===== src/rtl/alarm_bank.sv =====
// Multi-slot alarm store: field stepping with optional press-and-hold auto-repeat
// (enabled by defining ALARM_AUTOREPEAT_EN), per-slot arming and time-match pulses.
module alarm_bank #(
  parameter int NUM_ALARMS    = 4,
  parameter int HOLD_CYCLES   = 500,
  parameter int REPEAT_CYCLES = 100
) (
  input  logic                    clk,
  input  logic                    reset,
  input  logic                    alarm_mode,
  input  logic                    sel_next,
  input  logic                    dec,
  input  logic                    inc_hours,
  input  logic                    inc_minutes,
  input  logic                    inc_seconds,
  input  logic                    toggle_en,
  input  logic [4:0]              cur_hours,
  input  logic [5:0]              cur_minutes,
  input  logic [5:0]              cur_seconds,
  output logic [((NUM_ALARMS > 1) ? $clog2(NUM_ALARMS) : 1)-1:0] sel_idx,
  output logic [5*NUM_ALARMS-1:0] alarm_hours,
  output logic [6*NUM_ALARMS-1:0] alarm_minutes,
  output logic [6*NUM_ALARMS-1:0] alarm_seconds,
  output logic [NUM_ALARMS-1:0]   alarm_enabled,
  output logic [NUM_ALARMS-1:0]   alarm_hit
);

  localparam int SEL_W = (NUM_ALARMS > 1) ? $clog2(NUM_ALARMS) : 1;
  localparam logic [SEL_W-1:0] LAST_SEL = SEL_W'(NUM_ALARMS - 1);

  if (NUM_ALARMS < 1 || NUM_ALARMS > 8 || HOLD_CYCLES < 2 || REPEAT_CYCLES < 1) begin : g_bad_cfg
    $error("alarm_bank: parameter out of range");
  end

  function automatic logic [4:0] step_hours(input logic [4:0] v, input logic down);
    if (down) return (v == 5'd0) ? 5'd23 : v - 5'd1;
    return (v >= 5'd23) ? 5'd0 : v + 5'd1;
  endfunction

  function automatic logic [5:0] step_sixty(input logic [5:0] v, input logic down);
    if (down) return (v == 6'd0) ? 6'd59 : v - 6'd1;
    return (v >= 6'd59) ? 6'd0 : v + 6'd1;
  endfunction

  logic [4:0]       hours_p0   [NUM_ALARMS];
  logic [5:0]       minutes_p0 [NUM_ALARMS];
  logic [5:0]       seconds_p0 [NUM_ALARMS];
  logic [NUM_ALARMS-1:0] enabled_p0;
  logic [NUM_ALARMS-1:0] match_p0;
  logic [NUM_ALARMS-1:0] match_now;
  logic [SEL_W-1:0] sel_p0;

  // field index 0 = hours, 1 = minutes, 2 = seconds
  logic [2:0] btn;
  logic [2:0] btn_prev_p0;
  logic [2:0] btn_rise;
  logic [2:0] step;
  logic       sel_prev_p0;
  logic       tog_prev_p0;
  logic       sel_rise;
  logic       tog_rise;

  assign btn      = {inc_seconds, inc_minutes, inc_hours};
  assign btn_rise = btn & ~btn_prev_p0;
  assign sel_rise = alarm_mode & sel_next & ~sel_prev_p0;
  assign tog_rise = alarm_mode & toggle_en & ~tog_prev_p0;

`ifdef ALARM_AUTOREPEAT_EN
  typedef enum logic [1:0] {IDLE, HOLD, REPEAT} rpt_state_t;
  localparam int CNT_MAX = (HOLD_CYCLES > REPEAT_CYCLES) ? HOLD_CYCLES : REPEAT_CYCLES;
  localparam int CNT_W   = $clog2(CNT_MAX);
  localparam logic [CNT_W-1:0] HOLD_LAST   = CNT_W'(HOLD_CYCLES - 1);
  localparam logic [CNT_W-1:0] REPEAT_LAST = CNT_W'(REPEAT_CYCLES - 1);

  rpt_state_t       state_p0 [3];
  rpt_state_t       state_nx [3];
  logic [CNT_W-1:0] cnt_p0   [3];
  logic [CNT_W-1:0] cnt_nx   [3];

  always_ff @(posedge clk or posedge reset) begin
    if (reset) begin
      for (int f = 0; f < 3; f++) begin
        state_p0[f] <= IDLE;
        cnt_p0[f]   <= '0;
      end
    end else begin
      for (int f = 0; f < 3; f++) begin
        state_p0[f] <= state_nx[f];
        cnt_p0[f]   <= cnt_nx[f];
      end
    end
  end

  always_comb begin
    step = '0;
    for (int f = 0; f < 3; f++) begin
      state_nx[f] = state_p0[f];
      cnt_nx[f]   = cnt_p0[f];
      if (!alarm_mode || !btn[f]) begin
        state_nx[f] = IDLE;
        cnt_nx[f]   = '0;
      end else begin
        case (state_p0[f])
          IDLE: if (btn_rise[f]) begin
            step[f]     = 1'b1;
            state_nx[f] = HOLD;
            cnt_nx[f]   = '0;
          end
          HOLD: if (cnt_p0[f] == HOLD_LAST) begin
            step[f]     = 1'b1;
            state_nx[f] = REPEAT;
            cnt_nx[f]   = '0;
          end else begin
            cnt_nx[f] = cnt_p0[f] + 1'b1;
          end
          REPEAT: if (cnt_p0[f] == REPEAT_LAST) begin
            step[f]   = 1'b1;
            cnt_nx[f] = '0;
          end else begin
            cnt_nx[f] = cnt_p0[f] + 1'b1;
          end
          default: begin
            state_nx[f] = IDLE;
            cnt_nx[f]   = '0;
          end
        endcase
      end
    end
  end
`else
  assign step = btn_rise & {3{alarm_mode}};
`endif

  always_comb begin
    match_now = '0;
    for (int i = 0; i < NUM_ALARMS; i++) begin
      match_now[i] = enabled_p0[i] && !alarm_mode && (hours_p0[i] == cur_hours) &&
                     (minutes_p0[i] == cur_minutes) && (seconds_p0[i] == cur_seconds);
    end
  end

  // Edge history resets high so a button still held when reset releases cannot step.
  always_ff @(posedge clk or posedge reset) begin
    if (reset) begin
      for (int i = 0; i < NUM_ALARMS; i++) begin
        hours_p0[i]   <= '0;
        minutes_p0[i] <= '0;
        seconds_p0[i] <= '0;
      end
      enabled_p0  <= '0;
      match_p0    <= '0;
      alarm_hit   <= '0;
      sel_p0      <= '0;
      btn_prev_p0 <= '1;
      sel_prev_p0 <= 1'b1;
      tog_prev_p0 <= 1'b1;
    end else begin
      btn_prev_p0 <= btn;
      sel_prev_p0 <= sel_next;
      tog_prev_p0 <= toggle_en;
      match_p0    <= match_now;
      alarm_hit   <= match_now & ~match_p0;
      for (int i = 0; i < NUM_ALARMS; i++) begin
        if (SEL_W'(i) == sel_p0) begin
          if (step[0]) hours_p0[i]   <= step_hours(hours_p0[i], dec);
          if (step[1]) minutes_p0[i] <= step_sixty(minutes_p0[i], dec);
          if (step[2]) seconds_p0[i] <= step_sixty(seconds_p0[i], dec);
          if (tog_rise) enabled_p0[i] <= ~enabled_p0[i];
        end
      end
      if (sel_rise) sel_p0 <= (sel_p0 == LAST_SEL) ? '0 : sel_p0 + 1'b1;
    end
  end

  for (genvar i = 0; i < NUM_ALARMS; i++) begin : g_pack
    assign alarm_hours[i*5 +: 5]   = hours_p0[i];
    assign alarm_minutes[i*6 +: 6] = minutes_p0[i];
    assign alarm_seconds[i*6 +: 6] = seconds_p0[i];
  end

  assign sel_idx       = sel_p0;
  assign alarm_enabled = enabled_p0;

endmodule

===== config.mk =====
export PLATFORM = sky130hd
export DESIGN_NAME = alarm_bank
export DESIGN_NICKNAME = d
export VERILOG_FILES = /design/src/rtl/alarm_bank.sv
export SDC_FILE = /design/constraint.sdc
export NUM_CORES = 1
export LEC_CHECK = 0
export BUFFER_PORTS_ARGS = -buffer_cell sky130_fd_sc_hd__buf_2
export CAP_MARGIN = 20
export CORE_ASPECT_RATIO = 0.8
export CORE_MARGIN = 10
export CORE_UTILIZATION = 55
export CTS_CLUSTER_SIZE = 10
export DETAILED_ROUTE_END_ITERATION = 10
export PLACE_DENSITY = 0.77
export REMOVE_ABC_BUFFERS = 1
export SLEW_MARGIN = 10
export SYNTH_ARGS = -nofsm -noshare
export SYNTH_HDL_FRONTEND = slang
export SYNTH_SLANG_ARGS = --single-unit
export TNS_END_PERCENT = 30

===== constraint.sdc =====
create_clock -name clk -period 4.2 [get_ports clk]
set_input_delay 1.26 -clock clk [delete_from_list [all_inputs] [get_ports clk]]
set_output_delay 1.26 -clock clk [all_outputs]
set_load 0.05 [all_outputs]

==> run metrics <==
status=completed; cells traversed along the worst timing path=buf_2; Finished Layout Cells=around 1100; CP Capture Type=output port; placement row count=38; post-detailed-route DRC marker count=0; cell count after placement=1092; post-placement setup slack=approximately 1300 ps; most common cell in the synthesized netlist=sky130_fd_sc_hd__dfrtp_1; flip-flop and latch count after synthesis=87; layout overhead on the synthesized area=9.33%; core footprint=0.0135 mm2; via count of the first global-routing pass=6360; setup violation total in the final timing report=0; post-synthesis cell type count=83; CTS Root Cell=sky130_fd_sc_hd__clkbuf_16; part of the Yosys area used for sequential elements=0.289; storage element area=roughly 0.0022 mm2; Highest Clock Rate=between 0.3 and 0.4 GHz; Syn. warnings=0; cell types occupying the most area after synthesis=sky130_fd_sc_hd__dfrtp_1, sky130_fd_sc_hd__xor2_1, sky130_fd_sc_hd__ha_1; worst-case clock skew=7.64 ps; Filler cells=1181; Die Span Y=125 um; Multi-input gate area=~0.0048 mm2; maximum level of the CTS H-tree=3; routed wire length=21.4 mm; Worst Setup Slack, final=1520 ps; antenna diode instance count=0; hold-fix buffer count after cts=0; post-cts sizing count=0; accumulated negative setup slack=0 ps; transition time at the pin with the least slew margin=815 ps; critical path's top delay family=flip-flops; maximum VDD drop=539 uV; remaining global-route overflow=0; worst-path maximum fanout=17; PD cells=723 mW/mm2; horizontal die dimension=151 um; dpl hpwl=15.3 mm; effective utilization at floorplan=0.560; endpoints failing hold=0; drt wl/cell=slightly below 20 um; fin crit period=2680 ps; count of buffers from port buffering=between 100 and 150; Mapped Avg Cell Area=8.63 um2; initial detailed-routing violation count=745; portion of synthesized cell area occupied by the leading cell type=0.271; hold path start=match_p0[0]; initial antenna violation count=0; start point of the critical path=alarm_seconds[2]; CP arrival=1420 ps; GRT Total Usage=0.222; TritonCTS Sinks=87; final weighted congestion in routability-driven placement=0.932; async set or reset register ratio after synthesis=1.00; crit path buf inv count=1; total iterations of the first detailed-routing run=5; post-layout net count=roughly 990; area of the mapped netlist=0.00756 mm2; vias post-DR=7100; number of buffers created by CTS=9; reported max-cap violation count=0; Final Cycle Share=0.638; delay contributed by the slowest stage of the critical path=700 ps; master of the slowest instance on the critical path=sky130_fd_sc_hd__dfrtp_1; slew margin rel.=0.456; top cell types by occurrence after synthesis=sky130_fd_sc_hd__dfrtp_1, sky130_fd_sc_hd__xor2_1, sky130_fd_sc_hd__nand2_1; number of instances in the synthesized netlist=877; share of layout cells above drive strength 1=0.175; CP Launch Type=flop; # IOs=104; largest net degree at the start of global routing=52; clock latency on the worst-skew pair=about 340 ps; floorplan die area=around 0.019 mm2; Top FF cell, synth=sky130_fd_sc_hd__dfrtp_1; Post-synth EDFFs=0; number of post-CTS setup repair buffers=0; Min-Delay Path Class=reg -> reg; clk buf depth=2; RSZ-0062 raised after global routing=false; average vias per placed instance=6.41; Yosys top cell by area=sky130_fd_sc_hd__dfrtp_1; CTS tree=yes; post-route antenna net violation count=0; leakage power summed over all cells=3.61 nW; FF-to-FF Start=sel_idx[0]; max-slew violation count=0; Worst-path clk slew=70 ps; Crit Path Category=reg -> out; global-route wire length before repair=34.7 mm; data required time of the worst path=around 3000 ps
==> cells in the final DEF (no fill, tap or decap), types with 6 or more instances in the layout <==
master / instances
sky130_fd_sc_hd__o211ai_1: 25
sky130_fd_sc_hd__a31oi_1: 16
sky130_fd_sc_hd__nand3_1: 25
sky130_fd_sc_hd__mux2_2: 8
sky130_fd_sc_hd__a2bb2oi_1: 7
sky130_fd_sc_hd__ha_1: 36
sky130_fd_sc_hd__o21a_1: 6
sky130_fd_sc_hd__nor4_1: 19
sky130_fd_sc_hd__xnor2_1: 14
sky130_fd_sc_hd__a211oi_1: 8
sky130_fd_sc_hd__dfrtp_1: 82
sky130_fd_sc_hd__nor3b_1: 11
sky130_fd_sc_hd__inv_1: 44
sky130_fd_sc_hd__buf_2: 102
sky130_fd_sc_hd__a22o_1: 10
sky130_fd_sc_hd__nand2_1: 60
sky130_fd_sc_hd__a21o_1: 11
sky130_fd_sc_hd__nor2b_1: 7
sky130_fd_sc_hd__xor2_1: 65
sky130_fd_sc_hd__nor2_1: 44
sky130_fd_sc_hd__and3_1: 7
sky130_fd_sc_hd__mux2i_1: 10
sky130_fd_sc_hd__o31ai_1: 7
sky130_fd_sc_hd__clkbuf_16: 9
sky130_fd_sc_hd__and2_1: 7
sky130_fd_sc_hd__a32o_1: 7
sky130_fd_sc_hd__o221ai_1: 7
sky130_fd_sc_hd__nand4b_1: 12
sky130_fd_sc_hd__o21ai_0: 43
sky130_fd_sc_hd__nor3_1: 27
sky130_fd_sc_hd__a21oi_1: 45
==> final cells by class <==
type	instances	area share
well taps	180	0.0272
repair buffers	108	0.0687
clock buffers	12	0.0286
multi-input cells	671	0.582
inverters	46	0.0210
clock inverters	4	0.00847
flip-flops and latches	87	0.264
==> where the power goes <==
group	total, mW	switching, mW	internal [mW]
clock	0.858	0.338	0.521
sequential	1.88	0.792	1.09
combinational	3.24	2.10	1.14
total	5.98	3.23	2.75
==> path summary, 6_finish.rpt <==
path	to	slack, ps	cells past startpoint
worst min-delay path	alarm_hit[0]	420	1
worst max-delay path	alarm_seconds[2]	1520	1
worst max register to register	alarm_seconds[20]	2190	4
worst min register to register	alarm_hit[0]	420	1
min in group asynchronous	alarm_seconds[18]	1050	2
max in group asynchronous	btn_prev_p0[0]	2390	3
==> registers in the layout (all words and copies together), names as in the netlist, 2 cells and up <==
signal	count
alarm_enabled	4
alarm_hit	4
alarm_hours	20
alarm_minutes	24
alarm_seconds	24
btn_prev_p0	3
match_p0	4
sel_idx	2
==> through the flow <==
| step | hold WS, ps | utilization | area (um2) | power (mW) |
|---|---|---|---|---|
| 3_3_place_gp | 413 | 0.590 | 7960 | 5.04 |
| 5_1_grt | 443 | 0.612 | 8270 | 6.38 |
| 2_1_floorplan | 386 | - | 7170 | 4.18 |
| 3_5_place_dp | 413 | 0.590 | 7960 | 5.08 |
| 4_1_cts | 421 | 0.612 | 8270 | 5.96 |
| 6_report | 421 | 0.612 | 8270 | 5.98 |
==> kinds of logic (layout without fill, tap and decap cells) <==
group	Yosys count	in the layout	synth area share
flip-flops	87	87	0.289
buffers and inverters	119	170	0.0751
XOR/XNOR	79	79	0.0915
AND/OR/NAND/NOR	277	277	0.213
AO/OA/AOI/OAI	261	261	0.247
multiplexers	18	18	0.0251
adder cells (fa/ha/maj)	36	36	0.0595
==> routing by layer <==
metal,up-vias,GRT usage,routed length (um)
met1,3381,0.324,9710
li1,3362,-,-
met5,-,0,0
met3,38,0.0425,1760
met4,0,0.0588,428
met2,319,0.325,9490
(Power assumes the default switching activity.)
